<file path="src/rtl/pc_sequencer.sv">
// Program-counter sequencer: owns the fetch PC, starts a program on START,
// retires one instruction per unstalled RUN cycle and reports completion.
module pc_sequencer #(
  parameter int unsigned PC_W    = 10,
  parameter int unsigned LAST_PC = (32'd1 << PC_W) - 32'd1,
  parameter int unsigned CNT_W   = 16
) (
  input  logic             CLK,
  input  logic             RESET_N,
  input  logic             START,
  input  logic [PC_W-1:0]  START_ADDR,
  input  logic             STALL,
  input  logic             BRANCH,
  input  logic [8:0]       BOFFSET,
  input  logic             BSIGN,
  input  logic             SOFT_RESET,
  input  logic             HALT,
  output logic [PC_W-1:0]  PC,
  output logic             FETCH_EN,
  output logic             DONE,
  output logic             ERR,
  output logic [CNT_W-1:0] INSTR_CNT
);

  // Offset is taken at PC_W+1 bits; one extra bit keeps the forward sum exact.
  localparam int unsigned OW = PC_W + 1;
  localparam int unsigned EW = PC_W + 2;

  typedef enum logic [1:0] {S_IDLE, S_LOAD, S_RUN, S_DONE} state_e;

  state_e            state_q, state_d;
  logic [PC_W-1:0]   pc_q, pc_d;
  logic [PC_W-1:0]   restart_q, restart_d;
  logic [CNT_W-1:0]  cnt_q, cnt_d;
  logic              err_q, err_d;
  logic              fetch_q, done_q;

  logic [EW-1:0]     pc_ext;
  logic [EW-1:0]     off_ext;
  logic [EW-1:0]     target;
  logic              borrow;
  logic              out_of_range;
  logic [CNT_W-1:0]  cnt_inc;

  // Candidate next PC for branch / sequential retires and its range check.
  always_comb begin
    pc_ext  = EW'(pc_q);
    off_ext = EW'(OW'(BOFFSET));
    borrow  = 1'b0;
    target  = pc_ext + EW'(1);
    if (BRANCH) begin
      if (BSIGN) begin
        borrow = (off_ext > pc_ext);
        target = pc_ext - off_ext;
      end else begin
        target = pc_ext + off_ext;
      end
    end
    out_of_range = borrow || (target > EW'(LAST_PC));
    cnt_inc = (cnt_q == {CNT_W{1'b1}}) ? cnt_q : cnt_q + CNT_W'(1);
  end

  // Next-state and datapath update for the IDLE/LOAD/RUN/DONE sequencer.
  always_comb begin
    state_d   = state_q;
    pc_d      = pc_q;
    restart_d = restart_q;
    cnt_d     = cnt_q;
    err_d     = err_q;
    case (state_q)
      S_IDLE, S_DONE: begin
        if (START) begin
          restart_d = START_ADDR;
          pc_d      = START_ADDR;
          cnt_d     = '0;
          err_d     = 1'b0;
          state_d   = S_LOAD;
        end
      end
      S_LOAD: state_d = S_RUN;
      S_RUN: begin
        if (!STALL) begin
          cnt_d = cnt_inc;
          if (HALT) begin
            state_d = S_DONE;
          end else if (SOFT_RESET) begin
            pc_d = restart_q;
          end else if (out_of_range) begin
            state_d = S_DONE;
            err_d   = 1'b1;
          end else begin
            pc_d = target[PC_W-1:0];
          end
        end
      end
      default: state_d = S_IDLE;
    endcase
  end

  // State and output registers; FETCH_EN/DONE follow the registered state.
  always_ff @(posedge CLK or negedge RESET_N) begin
    if (!RESET_N) begin
      state_q   <= S_IDLE;
      pc_q      <= '0;
      restart_q <= '0;
      cnt_q     <= '0;
      err_q     <= 1'b0;
      fetch_q   <= 1'b0;
      done_q    <= 1'b0;
    end else begin
      state_q   <= state_d;
      pc_q      <= pc_d;
      restart_q <= restart_d;
      cnt_q     <= cnt_d;
      err_q     <= err_d;
      fetch_q   <= (state_d == S_RUN);
      done_q    <= (state_d == S_DONE);
    end
  end

  assign PC        = pc_q;
  assign FETCH_EN  = fetch_q;
  assign DONE      = done_q;
  assign ERR       = err_q;
  assign INSTR_CNT = cnt_q;

endmodule

</file>
<file path="config.mk">
export PLATFORM = sky130hd
export DESIGN_NAME = pc_sequencer
export DESIGN_NICKNAME = d
export VERILOG_FILES = /design/src/rtl/pc_sequencer.sv
export SDC_FILE = /design/constraint.sdc
export NUM_CORES = 1
export LEC_CHECK = 0
export CAP_MARGIN = 40
export CORE_UTILIZATION = 54
export DETAILED_ROUTE_END_ITERATION = 8
export PLACE_DENSITY = 0.81
export SLEW_MARGIN = 20
export SYNTH_ARGS = -nofsm -noshare
export SYNTH_HDL_FRONTEND = slang
export SYNTH_SLANG_ARGS = --single-unit
</file>
<file path="constraint.sdc">
create_clock -name CLK -period 3.8 [get_ports CLK]
set_clock_uncertainty 0.1 [all_clocks]
set_input_delay 0.57 -clock CLK [delete_from_list [all_inputs] [get_ports CLK]]
set_output_delay 0.57 -clock CLK [all_outputs]
set_load 0.01 [all_outputs]
</file>
## Word level (Yosys, flattened, before mapping)

Index checks and enable logic that the tools add are counted.

- Flip-flop bits (word level): 41
- Input bits: 27
- Output and inout port bits: 29
- Word-level logic and storage cells: 60

- $add $sub $neg: 4
- Order comparisons: 2
- Equality and inequality tests: 13
- Muxes and demuxes: 26
- Reduce and logical (&&, ||, !) cells: 8

Operators with widths:

| operator | count |
|---|---|
| 10-bit 2-to-1 mux | 5 |
| 16-bit 2-to-1 mux | 3 |
| 16-bit one-hot mux with 2 select lines | 1 |
| 12-bit 2-to-1 mux | 2 |
| 10-bit one-hot mux with 2 select lines | 1 |
| 16-bit by 1-bit adder with 16-bit output (second input constant) | 1 |
| 16-bit == test (second input constant) | 1 |
| 12-bit by 10-bit greater-than comparator with 1-bit output (second input constant) | 1 |
| 2-bit inequality test (second input constant) | 6 |
| 10-bit by 1-bit adder with 11-bit output (second input constant) | 1 |
| 10-bit by 9-bit adder with 11-bit output | 1 |
| 10-bit by 9-bit subtractor with 11-bit output | 1 |
| 9-bit by 10-bit greater-than comparator with 1-bit output | 1 |
| 2-bit 2-to-1 mux | 5 |
| 2-bit == test (second input constant) | 4 |
| 1-bit 2-to-1 mux | 7 |
| 2-bit one-hot mux with 3 select lines | 1 |
| 6-bit AND reduction | 1 |
| 5-bit AND reduction | 1 |
| 4-bit AND reduction | 1 |
| 3-bit inequality test (second input constant) | 1 |
| 2-bit by 1-bit == test with 1-bit output (second input constant) | 1 |
| 2-bit logical NOT | 1 |
| 1-bit one-hot mux with 2 select lines | 1 |
| other kinds (4) | 4 |

## Depth between registers and ports, before layout

Gate-level depths: netlist (run 1).

- Depth after elaboration: 11
- Depth in mapped cells: 12
- Depth with buffers taken out: 11

## Worst setup path before layout (run 1)

No wires, ideal clock.

- Kind: input port to flip-flop
- From: input BOFFSET[5]
- To: register pc_q[1], in the netlist PC[1]
- Setup time: 0.125 ns
- Arrival: 2.557 ns
- Required time: 3.575 ns
- Setup slack: 1.017 ns
- Stages on the path: 11
- Path buffers: 2
- Path through: inv_1 > ha_1 > buf_6 > nor3_4 > o21ai_2 > and3b_4 > o41ai_4 > a21oi_2 > or2_1 > buf_6 > mux2_4

- Cells in the longest elaborated chain, start to end: 7
- Elaborated cells between the ends (all ways): 11
- Those cells by class: 2 x add/sub; 2 x order compare; 1 x eq/ne; 4 x mux; 2 x reduce/logical

Ends and longest elaborated chain:

| item | line | text |
|---|---|---|
| start: declaration | 14 | `input logic [8:0] BOFFSET,` |
| 10-bit by 9-bit adder with 11-bit output / 10-bit by 9-bit subtractor with 11-bit output (equally long branches) | 56, 54 |  |
| 12-bit 2-to-1 mux | 52 | `if (BSIGN) begin` |
| 12-bit 2-to-1 mux | 51 | `if (BRANCH) begin` |
| 12-bit by 10-bit greater-than comparator with 1-bit output | 59 | `out_of_range = borrow \|\| (target > EW'(LAST_PC));` |
| 1-bit logical OR * | 59 |  |
| 3-bit inequality test (no line) * | - |  |
| 5-bit AND reduction (no line) * | - |  |
| end signal: assignment | 112 | `pc_q <= pc_d;` |
| end: declaration | 32 | `logic [PC_W-1:0] pc_q, pc_d;` |

Mark *: on every way between the ends. The rest lies on a longest branch, timed or not.
A chain may end at the register's enable or synchronous reset.

## Final worst setup path (run 1)

Same ends and word-level chain as after synthesis.

==> impl_metrics.env, run 1 <==
export IMPL_p_total_uw=2820
export IMPL_cts_root_buf="clkbuf_8"
export IMPL_dr_pass1_iters=5
export IMPL_grt_pass1_wl_um=13300
export IMPL_setup_viol=0
export IMPL_max_freq_mhz=292
export IMPL_slew_headroom=0.538
export IMPL_synth_seq_cells=41
export IMPL_htreeDepth=2
export IMPL_drtIter0Drc=172
export IMPL_syn_area_um2=3270
export IMPL_fin_setup_tns_ns=0
export IMPL_ys_warn_count=0
export IMPL_antenna_found_initial=0
export IMPL_grt_use_met1=0.363
export IMPL_finalCriticalPeriod_ns=3.43
export IMPL_r2r_setup_slack_ns=0.65
export IMPL_syn_to_final_growth_pct=23.0
export IMPL_port_buffers=55
export IMPL_cts_tree="yes"
export IMPL_fill_cells=457
export IMPL_p_per_area_nw_per_um2=700
export IMPL_yosys_cell_types_count=65
export IMPL_start_kind="primary input"
export IMPL_hp_class="in2async"
export IMPL_die_area_um2=6370
export IMPL_synthFlopType="dfrtp_1"
export IMPL_stdcell_count=497
export IMPL_post_cts_buffers=0
export IMPL_startpoint="BOFFSET[5]"
export IMPL_globalplace_congestion=0.965
export IMPL_timing_rr_end="PC[1]"
export IMPL_critPathArrivalTime_ns=3.50
export IMPL_status="completed"
export IMPL_syn_inst=367
export IMPL_rows=27
export IMPL_grt_max_degree=33
export IMPL_cts_sinks=41
export IMPL_vias=2989
export IMPL_cts_resized=0
export IMPL_peakVddDrop_mv=0.472
export IMPL_ant_nets=0
export IMPL_dp_hpwl_um=6180
export IMPL_worstSkewPairLatency_ns=0.29
export IMPL_synthArstFlopShare=1.00
export IMPL_slowest_stage="clkdlybuf4s50_1"
export IMPL_clk_pin_slew_worst_paths_ns=0.08
export IMPL_antennaDiodeCount=0
export IMPL_dieWidth_um=79.8
export IMPL_hold_viol=0
export IMPL_grt_use_met3=0.0389
export IMPL_end_kind="flop"
export IMPL_critPathKind="in2reg"
export IMPL_top_usage_layer="met2"
export IMPL_synth_edf_count=0
export IMPL_coreArea_um2=5680
export IMPL_cap_violations=0
export IMPL_place_inst=490
export IMPL_track_usage=0.270
export IMPL_initial_utilization=0.576
export IMPL_slew_viol_final=0
export IMPL_utilization=0.709
export IMPL_crit_chain="clkdlybuf4s50_1 > inv_1 > ha_1 > nor2_2 > a2111oi_4 > and3b_4 > o41ai_4 > a21oi_2 > or2_1 > mux2_4"
export IMPL_synthesis_nets=418
export IMPL_rr_worst_depth=8
export IMPL_synth_seq_area_share=0.314
export IMPL_grt_util_met2=0.438
export IMPL_synth_area_per_cell_um2=8.92
export IMPL_die_h_um=79.8
export IMPL_wirelength_um=8130
export IMPL_cts_buffers_inserted=5
export IMPL_min_period_over_period=0.903
export IMPL_nets=476
export IMPL_tightest_slew_ns=0.691
export IMPL_holdWs_ns=0.0381
export IMPL_grt_pass1_vias=2804
export IMPL_drive_above_1_share=0.113
export IMPL_ctsHoldBuffers=0
export IMPL_p_leak_uw=0.00173
export IMPL_crit_required_ns=3.87
export IMPL_crit_end="PC[1]"
export IMPL_slowest_delay_ns=0.50
export IMPL_rsz0062_at_grt="no"
export IMPL_worstReg2RegStart="PC[5]"
export IMPL_drc_errors=0
export IMPL_crit_fanout=10
export IMPL_ioPinCount=56
export IMPL_grt_overflow_total=0
export IMPL_detail_route_vias_per_cell=6.01
export IMPL_clk_path_buf_depth=2
export IMPL_wl_per_cell_um=16.4
## state kept, by name, indices dropped and copies added (netlist names)
name and count:
PC 10, state_q 2, DONE 1, restart_q 10, ERR 1, FETCH_EN 1
INSTR_CNT 16
## Yosys cell counts, types with 6 or more instances
| library cell | count | area share |
|---|---|---|
| nor2_1 | 42 | 0.048 |
| dfrtp_1 | 41 | 0.31 |
| nand2_1 | 28 | 0.032 |
| a21oi_1 | 22 | 0.034 |
| ha_1 | 22 | 0.084 |
| inv_1 | 22 | 0.025 |
| xnor2_1 | 17 | 0.046 |
| o21ai_0 | 16 | 0.024 |
| mux2_2 | 11 | 0.038 |
| clkbuf_1 | 10 | 0.011 |
| nand3_1 | 10 | 0.015 |
| nor2b_1 | 10 | 0.019 |
| nor3_1 | 9 | 0.014 |
| a211oi_1 | 8 | 0.018 |
| o31ai_1 | 7 | 0.016 |
| xor2_1 | 7 | 0.019 |
| and3_1 | 6 | 0.011 |
## cell usage in the layout, fill, tap and decap left out, types with 10 or more instances in the layout
cell type        synthesis  routed
nand2_1                 28      28
ha_1                    22      22
a21oi_1                 22      22
clkdlybuf4s50_1          0      54
nor2b_1                 10      10
o21ai_0                 16      16
nor2_1                  42      42
mux2_2                  11      11
xnor2_1                 17      17
inv_1                   22      22
nand3_1                 10      10
dfrtp_1                 41      41
## stage by stage
stage | setup slack [ns] | area, um2
3_3_place_gp | 0.190 | 3890
2_1_floorplan | 1.02 | 3270
3_5_place_dp | 0.0795 | 3920
5_1_grt | 0.205 | 4020
6_report | 0.370 | 4020
4_1_cts | 0.385 | 4020
## layer usage
layer	share of wire	up-vias
li1	-	1426
met1	0.46	1443
met2	0.47	104
met3	0.053	16
met4	0.021	0
met5	0	-
## power breakdown
part           internal [uW]  leakage [uW]  switching [uW]
registers                577      0.000521             169
logic                    809       0.00116             919
clock network            191     0.0000540             152
total                   1580       0.00173            1240
## worst min-delay path by stage
stage	from	cells past startpoint	slack (ns)	to
after global routing	RESET_N	1	0.04	INSTR_CNT[14]
after CTS	RESET_N	1	0.03	restart_q[0]
after detailed placement	RESET_N	1	0.35	PC[2]
final	RESET_N	1	0.04	restart_q[0]
after floorplan	RESET_N	0	0.17	DONE
after global placement	restart_q[9]	1	0.38	restart_q[9]
## cell type report
| type | count | area [um2] | area share |
|---|---|---|---|
| Tap cell | 72 | 90.1 | 0.0224 |
| Multi-Input combinational cell | 290 | 2090 | 0.519 |
| Clock buffer | 5 | 68.8 | 0.0171 |
| Timing Repair Buffer | 65 | 633 | 0.157 |
| Inverter | 22 | 82.6 | 0.0205 |
| Sequential cell | 41 | 1030 | 0.255 |
| Clock inverter | 2 | 35.0 | 0.00871 |
## critical path, delay by kind of cell
kind | cells | cell delay, ns
AO/OA/AOI/OAI | 3 | 0.67
multiplexers | 1 | 0.35
adder cells (fa/ha/maj) | 1 | 0.48
buffers and inverters | 2 | 0.55
AND/OR/NAND/NOR | 3 | 0.88
## cell families after synthesis
family | Yosys count | share of synthesized area
AND/OR/NAND/NOR | 125 | 0.187
AO/OA/AOI/OAI | 97 | 0.218
flip-flops | 41 | 0.314
buffers and inverters | 36 | 0.0482
XOR/XNOR | 24 | 0.0642
adder cells (fa/ha/maj) | 24 | 0.0964
multiplexers | 20 | 0.0730
Note: power is estimated with default switching activity, not from simulation.
==> run 2, diff against run 1 <==
Settings changed: ABC_AREA set to 1, CORE_ASPECT_RATIO set to 0.6.
==> run 2 against run 1 <==
Net effect:
- synthesized cell count rose by 28%
- final area is 1.9% higher
- critical path depth is 6 higher
- register-to-register slack better by 0.48 ns
- non-clock buffer count shrank 6
- clock-buffer cell count grew 1
- utilization grew 0.053 points
- first-iteration DRC count increased by 51%
- cell count rose by 22%
- global-route usage rose by 1.6 points
- area after synthesis grew 2.8%
- critical endpoint is now PC[9]
- largest cell class unchanged
- largest power group unchanged
- highest routed layer unchanged
==> impl_metrics.env, run 2 <==
export IMPL_coreArea_um2=5780
export IMPL_r2r_setup_slack_ns=1.13
export IMPL_timing_rr_end="PC[9]"
export IMPL_start_kind="primary input"
export IMPL_synth_top_area_share=0.305
export IMPL_clk_pin_slew_worst_paths_ns=0.09
export IMPL_max_freq_mhz=345
export IMPL_rr_worst_depth=19
export IMPL_crit_chain="clkdlybuf4s50_1 > inv_1 > ha_1 > nor2_1 > nor2_1 > nand3_1 > nand3b_1 > nand2_1 > nand2_1 > nand2_1 > nand2_2 > nand3_2 > nand2_4 > inv_2 > a21oi_1 > a21oi_1"
export IMPL_globalplace_congestion=0.928
export IMPL_ioPinCount=56
export IMPL_die_area_um2=6560
export IMPL_post_cts_buffers=0
export IMPL_slew_headroom=0.667
export IMPL_htreeDepth=2
export IMPL_worstSkewPairLatency_ns=0.30
export IMPL_drc_errors=0
export IMPL_grt_pass1_wl_um=14900
export IMPL_grt_overflow_total=0
export IMPL_cts_resized=0
export IMPL_ctsHoldBuffers=0
export IMPL_wl_per_cell_um=14.6
export IMPL_synth_area_per_cell_um2=7.14
export IMPL_crit_fanout=17
export IMPL_min_period_over_period=0.764
export IMPL_p_per_area_nw_per_um2=720
export IMPL_yosys_cell_types_count=46
export IMPL_syn_to_final_growth_pct=22.0
export IMPL_drtIter0Drc=259
export IMPL_dieWidth_um=104
export IMPL_tightest_slew_ns=0.498
export IMPL_port_buffers=55
export IMPL_wirelength_um=8810
export IMPL_worst_slack_ns=0.898
export IMPL_status="completed"
export IMPL_worst_path_buf_inv=3
export IMPL_slowest_stage="clkdlybuf4s50_1"
export IMPL_p_leak_uw=0.00192
export IMPL_track_usage=0.286
export IMPL_initial_utilization=0.582
export IMPL_path_common_cell="nand2_1"
export IMPL_fin_setup_tns_ns=0
export IMPL_detail_route_vias_per_cell=5.53
export IMPL_vias=3343
export IMPL_syn_area_um2=3360
export IMPL_grt_pass1_vias=3057
export IMPL_p_total_uw=2950
export IMPL_synthesis_nets=522
export IMPL_ys_warn_count=0
export IMPL_antenna_found_initial=0
export IMPL_place_inst=597
export IMPL_cts_tree="yes"
export IMPL_cts_sinks=41
export IMPL_peakVddDrop_mv=0.338
export IMPL_synth_seq_area_share=0.305
export IMPL_rsz0062_at_grt="no"
export IMPL_die_h_um=63.1
export IMPL_setup_viol=0
export IMPL_synth_largest_area_cell="dfrtp_1"
export IMPL_cap_violations=0
export IMPL_synthArstFlopShare=1.00
export IMPL_end_kind="flop"
export IMPL_largest_reg_flops=16
export IMPL_cts_root_buf="clkbuf_8"
export IMPL_synth_seq_cells=41
export IMPL_layout_commonest_cell="nand2_1"
export IMPL_grt_max_degree=33
export IMPL_cp_top_family="simple AND/OR/NAND/NOR gates"
export IMPL_yosysMostFrequentCell="nand2_1"
export IMPL_ant_nets=0
export IMPL_hold_viol=0
export IMPL_cts_buffers_inserted=5
export IMPL_slew_viol_final=0
export IMPL_worstReg2RegStart="PC[0]"
export IMPL_nets=575
export IMPL_holdWs_ns=0.0246
export IMPL_antennaDiodeCount=0
export IMPL_stdcell_count=605
export IMPL_dp_hpwl_um=6960
export IMPL_synthFlopType="dfrtp_1"
export IMPL_critPathArrivalTime_ns=2.99
export IMPL_clk_path_buf_depth=2
export IMPL_hp_class="in2async"
export IMPL_syn_inst=471
export IMPL_dr_pass1_iters=5
export IMPL_finalCriticalPeriod_ns=2.90
export IMPL_slowest_delay_ns=0.48
export IMPL_layout_cells_most_common_list="nand2_1 (96), inv_1 (55), clkdlybuf4s50_1 (54), nor2_1 (43), dfrtp_1 (41)"
export IMPL_rows=21
export IMPL_synth_edf_count=0
export IMPL_drive_above_1_share=0.118
export IMPL_crit_required_ns=3.89
export IMPL_synth_area_leaders="dfrtp_1 (31%), nand2_1 (11%), ha_1 (8.2%), inv_1 (6.1%), o21ai_0 (5.8%)"
export IMPL_ys_top_cells_by_count="nand2_1 (96), inv_1 (55), nor2_1 (43), dfrtp_1 (41), o21ai_0 (39)"
export IMPL_critPathKind="in2reg"
export IMPL_place_ws_ns=0.623
-- run 2: changes by cell type in the layout (fill, tap and decap cells not counted), moves of 6 or more --
| cell | before | now |
|---|---|---|
| o31ai_1 | 7 | 1 |
| nor2b_1 | 10 | 0 |
| o21ai_1 | 0 | 9 |
| a211oi_1 | 8 | 1 |
| nand3_1 | 10 | 35 |
| o21ai_0 | 16 | 39 |
| inv_1 | 22 | 55 |
| nand2_1 | 28 | 96 |
| xnor2_1 | 17 | 2 |
| nand2_2 | 0 | 8 |
| a21oi_1 | 22 | 36 |
| inv_2 | 0 | 8 |
| buf_4 | 9 | 3 |
| nor3_1 | 9 | 2 |
-- run 2: layout make-up --
type	count	area (um2)
multi-input cells	351	2020
fillers	475	1680
flip-flops and latches	41	1030
repair buffers	59	588
inverters	66	250
well taps	80	100
clock buffers	6	82.6
clock inverters	2	37.5
-- run 2: worst max-delay path by stage --
stage / from / end / cells past startpoint
after floorplan: PC[0] / PC[3] / 19
after global placement: BOFFSET[5] / PC[7] / 16
after detailed placement: BOFFSET[5] / PC[9] / 16
after CTS: BOFFSET[5] / PC[7] / 16
after global routing: BOFFSET[1] / PC[9] / 18
final: BOFFSET[5] / PC[9] / 16
-- run 2: cell families (layout without fill, tap and decap cells) --
group                      count (synthesis)  in the layout  synth area share
adders and majority gates                 24             24            0.0938
AOI/OAI and AO/OA                        103            103             0.173
buffers and inverters                     79            133            0.0949
muxes                                      6              6            0.0201
and+or+nand+nor                          212            212             0.298
DFF                                       41             41             0.305
xor gates and xnor gates                   6              6            0.0156
-- run 2: power breakdown --
part | leakage (uW) | switching, uW | internal [uW] | total (uW)
registers | 0.000527 | 173 | 587 | 760
logic | 0.00133 | 1100 | 717 | 1810
clock network | 0.0000574 | 165 | 214 | 379
-- run 2: metal layers --
metal | vias to the layer above | track usage | wire length, um
met3 | 6 | 0.0507 | 695
li1 | 1661 | - | -
met1 | 1536 | 0.455 | 4530
met4 | 0 | 0.0446 | 42
met5 | - | 0 | 0
met2 | 140 | 0.403 | 3540
-- run 2: through the flow --
stage               cell area, um2   util
floorplan                     3360      -
global placement              3960  0.685
detailed placement            3980  0.689
CTS                           4100  0.710
global route                  4100  0.710
finish                        4100  0.710
-- run 2: worst reg2reg max path: cells and delay by family (launching register included) --
family | cells | cell delay [ns]
AOI/OAI and AO/OA | 2 | 0.20
adders and majority gates | 2 | 0.58
buffers and inverters | 3 | 0.39
DFF | 1 | 0.42
and+or+nand+nor | 12 | 0.91
==> run 3, diff against run 2 <==
Settings changed: CORE_UTILIZATION 54 to 49, PLACE_DENSITY 0.81 to 0.77.
Clock period 3.8 ns to 2.5 ns, I/O delays scaled along.
==> run 3 against run 2 <==
Net effect:
- utilization rose by 3.4 points
- sequential share of layout area decreased by 3.3 points
- clock power is 71% higher
- sequential power rose by 47%
- worst hold slack improved by 0.37 ns
- global-route usage down 0.29 points
- worst setup slack got worse by 0.85 ns
- register-to-register slack got worse by 1.1 ns
- largest power group unchanged
==> impl_metrics.env, run 3 (same netlist as run 2, synthesis figures left out) <==
export IMPL_status="completed"
export IMPL_ioPinCount=56
export IMPL_cts_root_buf="clkbuf_16"
export IMPL_grt_pass1_vias=3226
export IMPL_critPathArrivalTime_ns=2.57
export IMPL_cts_sinks=41
export IMPL_p_per_area_nw_per_um2=1150
export IMPL_dieWidth_um=109
export IMPL_crit_chain="inv_2 > ha_1 > inv_1 > fa_2 > nand2_2 > nand2_2 > nand3_1 > nand2_1 > nand2_1 > nand2_1 > nand2_1 > nand2_1 > nand2_1 > nand2_2 > buf_4 > buf_4 > nor4_1 > o21a_1"
export IMPL_cts_tree="yes"
export IMPL_drive_above_1_share=0.249
export IMPL_cap_violations=0
export IMPL_dr_pass1_iters=5
export IMPL_place_ws_ns=-0.373
export IMPL_min_period_over_period=0.980
export IMPL_rows=22
export IMPL_setup_viol=0
export IMPL_crit_fanout=3
export IMPL_wirelength_um=9980
export IMPL_initial_utilization=0.529
export IMPL_nets=630
export IMPL_syn_to_final_growth_pct=40.7
export IMPL_finalCriticalPeriod_ns=2.45
export IMPL_slew_viol_final=0
export IMPL_drc_errors=0
export IMPL_critPathKind="reg2reg"
export IMPL_max_freq_mhz=408
export IMPL_antennaDiodeCount=0
export IMPL_worst_slack_ns=0.0494
export IMPL_slowest_delay_ns=0.42
export IMPL_holdWs_ns=0.393
export IMPL_slew_headroom=0.694
export IMPL_drtIter0Drc=361
export IMPL_htreeDepth=2
export IMPL_largest_reg_flops=16
export IMPL_vias=3662
export IMPL_hold_viol=0
export IMPL_dp_hpwl_um=7560
export IMPL_clk_pin_slew_worst_paths_ns=0.06
export IMPL_grt_max_degree=25
export IMPL_detail_route_vias_per_cell=5.52
export IMPL_slowest_stage="dfrtp_1"
export IMPL_antenna_found_initial=0
export IMPL_start_kind="flop"
export IMPL_port_buffers=55
export IMPL_worstSkewPairLatency_ns=0.29
export IMPL_cts_buffers_inserted=5
export IMPL_utilization=0.744
export IMPL_die_area_um2=7210
export IMPL_rsz0062_at_grt="yes"
export IMPL_track_usage=0.283
export IMPL_crit_required_ns=2.62
export IMPL_coreArea_um2=6360
export IMPL_layout_cells_most_common_list="nand2_1 (92), buf_4 (55), inv_1 (50), clkdlybuf4s50_1 (49), dfrtp_1 (40)"
export IMPL_path_common_cell="nand2_1"
export IMPL_tightest_slew_ns=0.458
export IMPL_layout_commonest_cell="nand2_1"
export IMPL_wl_per_cell_um=15.0
export IMPL_hp_class="reg2reg"
export IMPL_peakVddDrop_mv=0.743
export IMPL_die_h_um=66.2
export IMPL_ant_nets=0
export IMPL_grt_overflow_total=0
export IMPL_end_kind="flop"
export IMPL_place_inst=645
export IMPL_grt_pass1_wl_um=15600
export IMPL_globalplace_congestion=0.981
export IMPL_p_leak_uw=0.00223
export IMPL_clk_path_buf_depth=2
export IMPL_stdcell_count=663
export IMPL_fin_setup_tns_ns=0
[run 3: changes by cell type in the layout (fill, tap and decap cells not counted), moves of 5 or more]
cell / previous run / this run
buf_4: 3 / 55
ha_1: 22 / 13
ha_4: 0 / 8
clkbuf_16: 0 / 5
clkbuf_8: 6 / 1
clkdlybuf4s50_1: 54 / 49
inv_1: 55 / 50
[run 3: worst paths after layout]
check                              from           end  slack, ns  cells past startpoint
max in group asynchronous       RESET_N  INSTR_CNT[3]       1.33                      3
hold reg to reg            restart_q[8]  restart_q[8]       0.39                      2
min in group asynchronous       RESET_N         PC[0]       0.47                      2
setup / recovery                  PC[0]           ERR       0.05                     18
setup reg to reg                  PC[0]           ERR       0.05                     18
hold / removal             restart_q[8]  restart_q[8]       0.39                      2
[run 3: final cells by class]
cell class | count | area (um2)
multi-input combinational | 351 | 2180
fill | 489 | 1630
sequential | 41 | 1030
timing repair buffer | 114 | 1020
inverter | 66 | 253
clock buffer | 7 | 143
tap | 84 | 105
[run 3: per-stage QoR]
stage	instance area, um2	total power (uW)
3_5_place_dp	4320	4290
5_1_grt	4730	5820
6_report	4730	5430
3_3_place_gp	4300	4180
2_1_floorplan	3360	3110
4_1_cts	4540	5090
[run 3: repair_timing]
action                     in CTS  in global routing
buffers inserted                3                  7
cloned                          0                  0
pin swaps                       1                 12
hold buffers                    1                  0
hold endpoints to repair       17                  0
resized for setup              10                 37
setup endpoints to repair       5                 19
[run 3: layer usage]
layer  share of wire  track usage  vias up
met5               0            0        -
met4          0.0075       0.0389        0
met3            0.10       0.0591       12
met2            0.42        0.409      207
met1            0.47        0.434     1686
li1                -            -     1757
[run 3: critical path: cells and delay by family, from the launching register on]
| family | cells | cell delay (ns) |
|---|---|---|
| AOI/OAI and AO/OA | 1 | 0.14 |
| adders and majority gates | 2 | 0.47 |
| buffers and inverters | 4 | 0.39 |
| DFF | 1 | 0.42 |
| and+or+nand+nor | 11 | 0.86 |
[run 3: where the power goes]
part,internal [uW],switching (uW)
clock,392,257
combinational,1670,1990
sequential,896,227
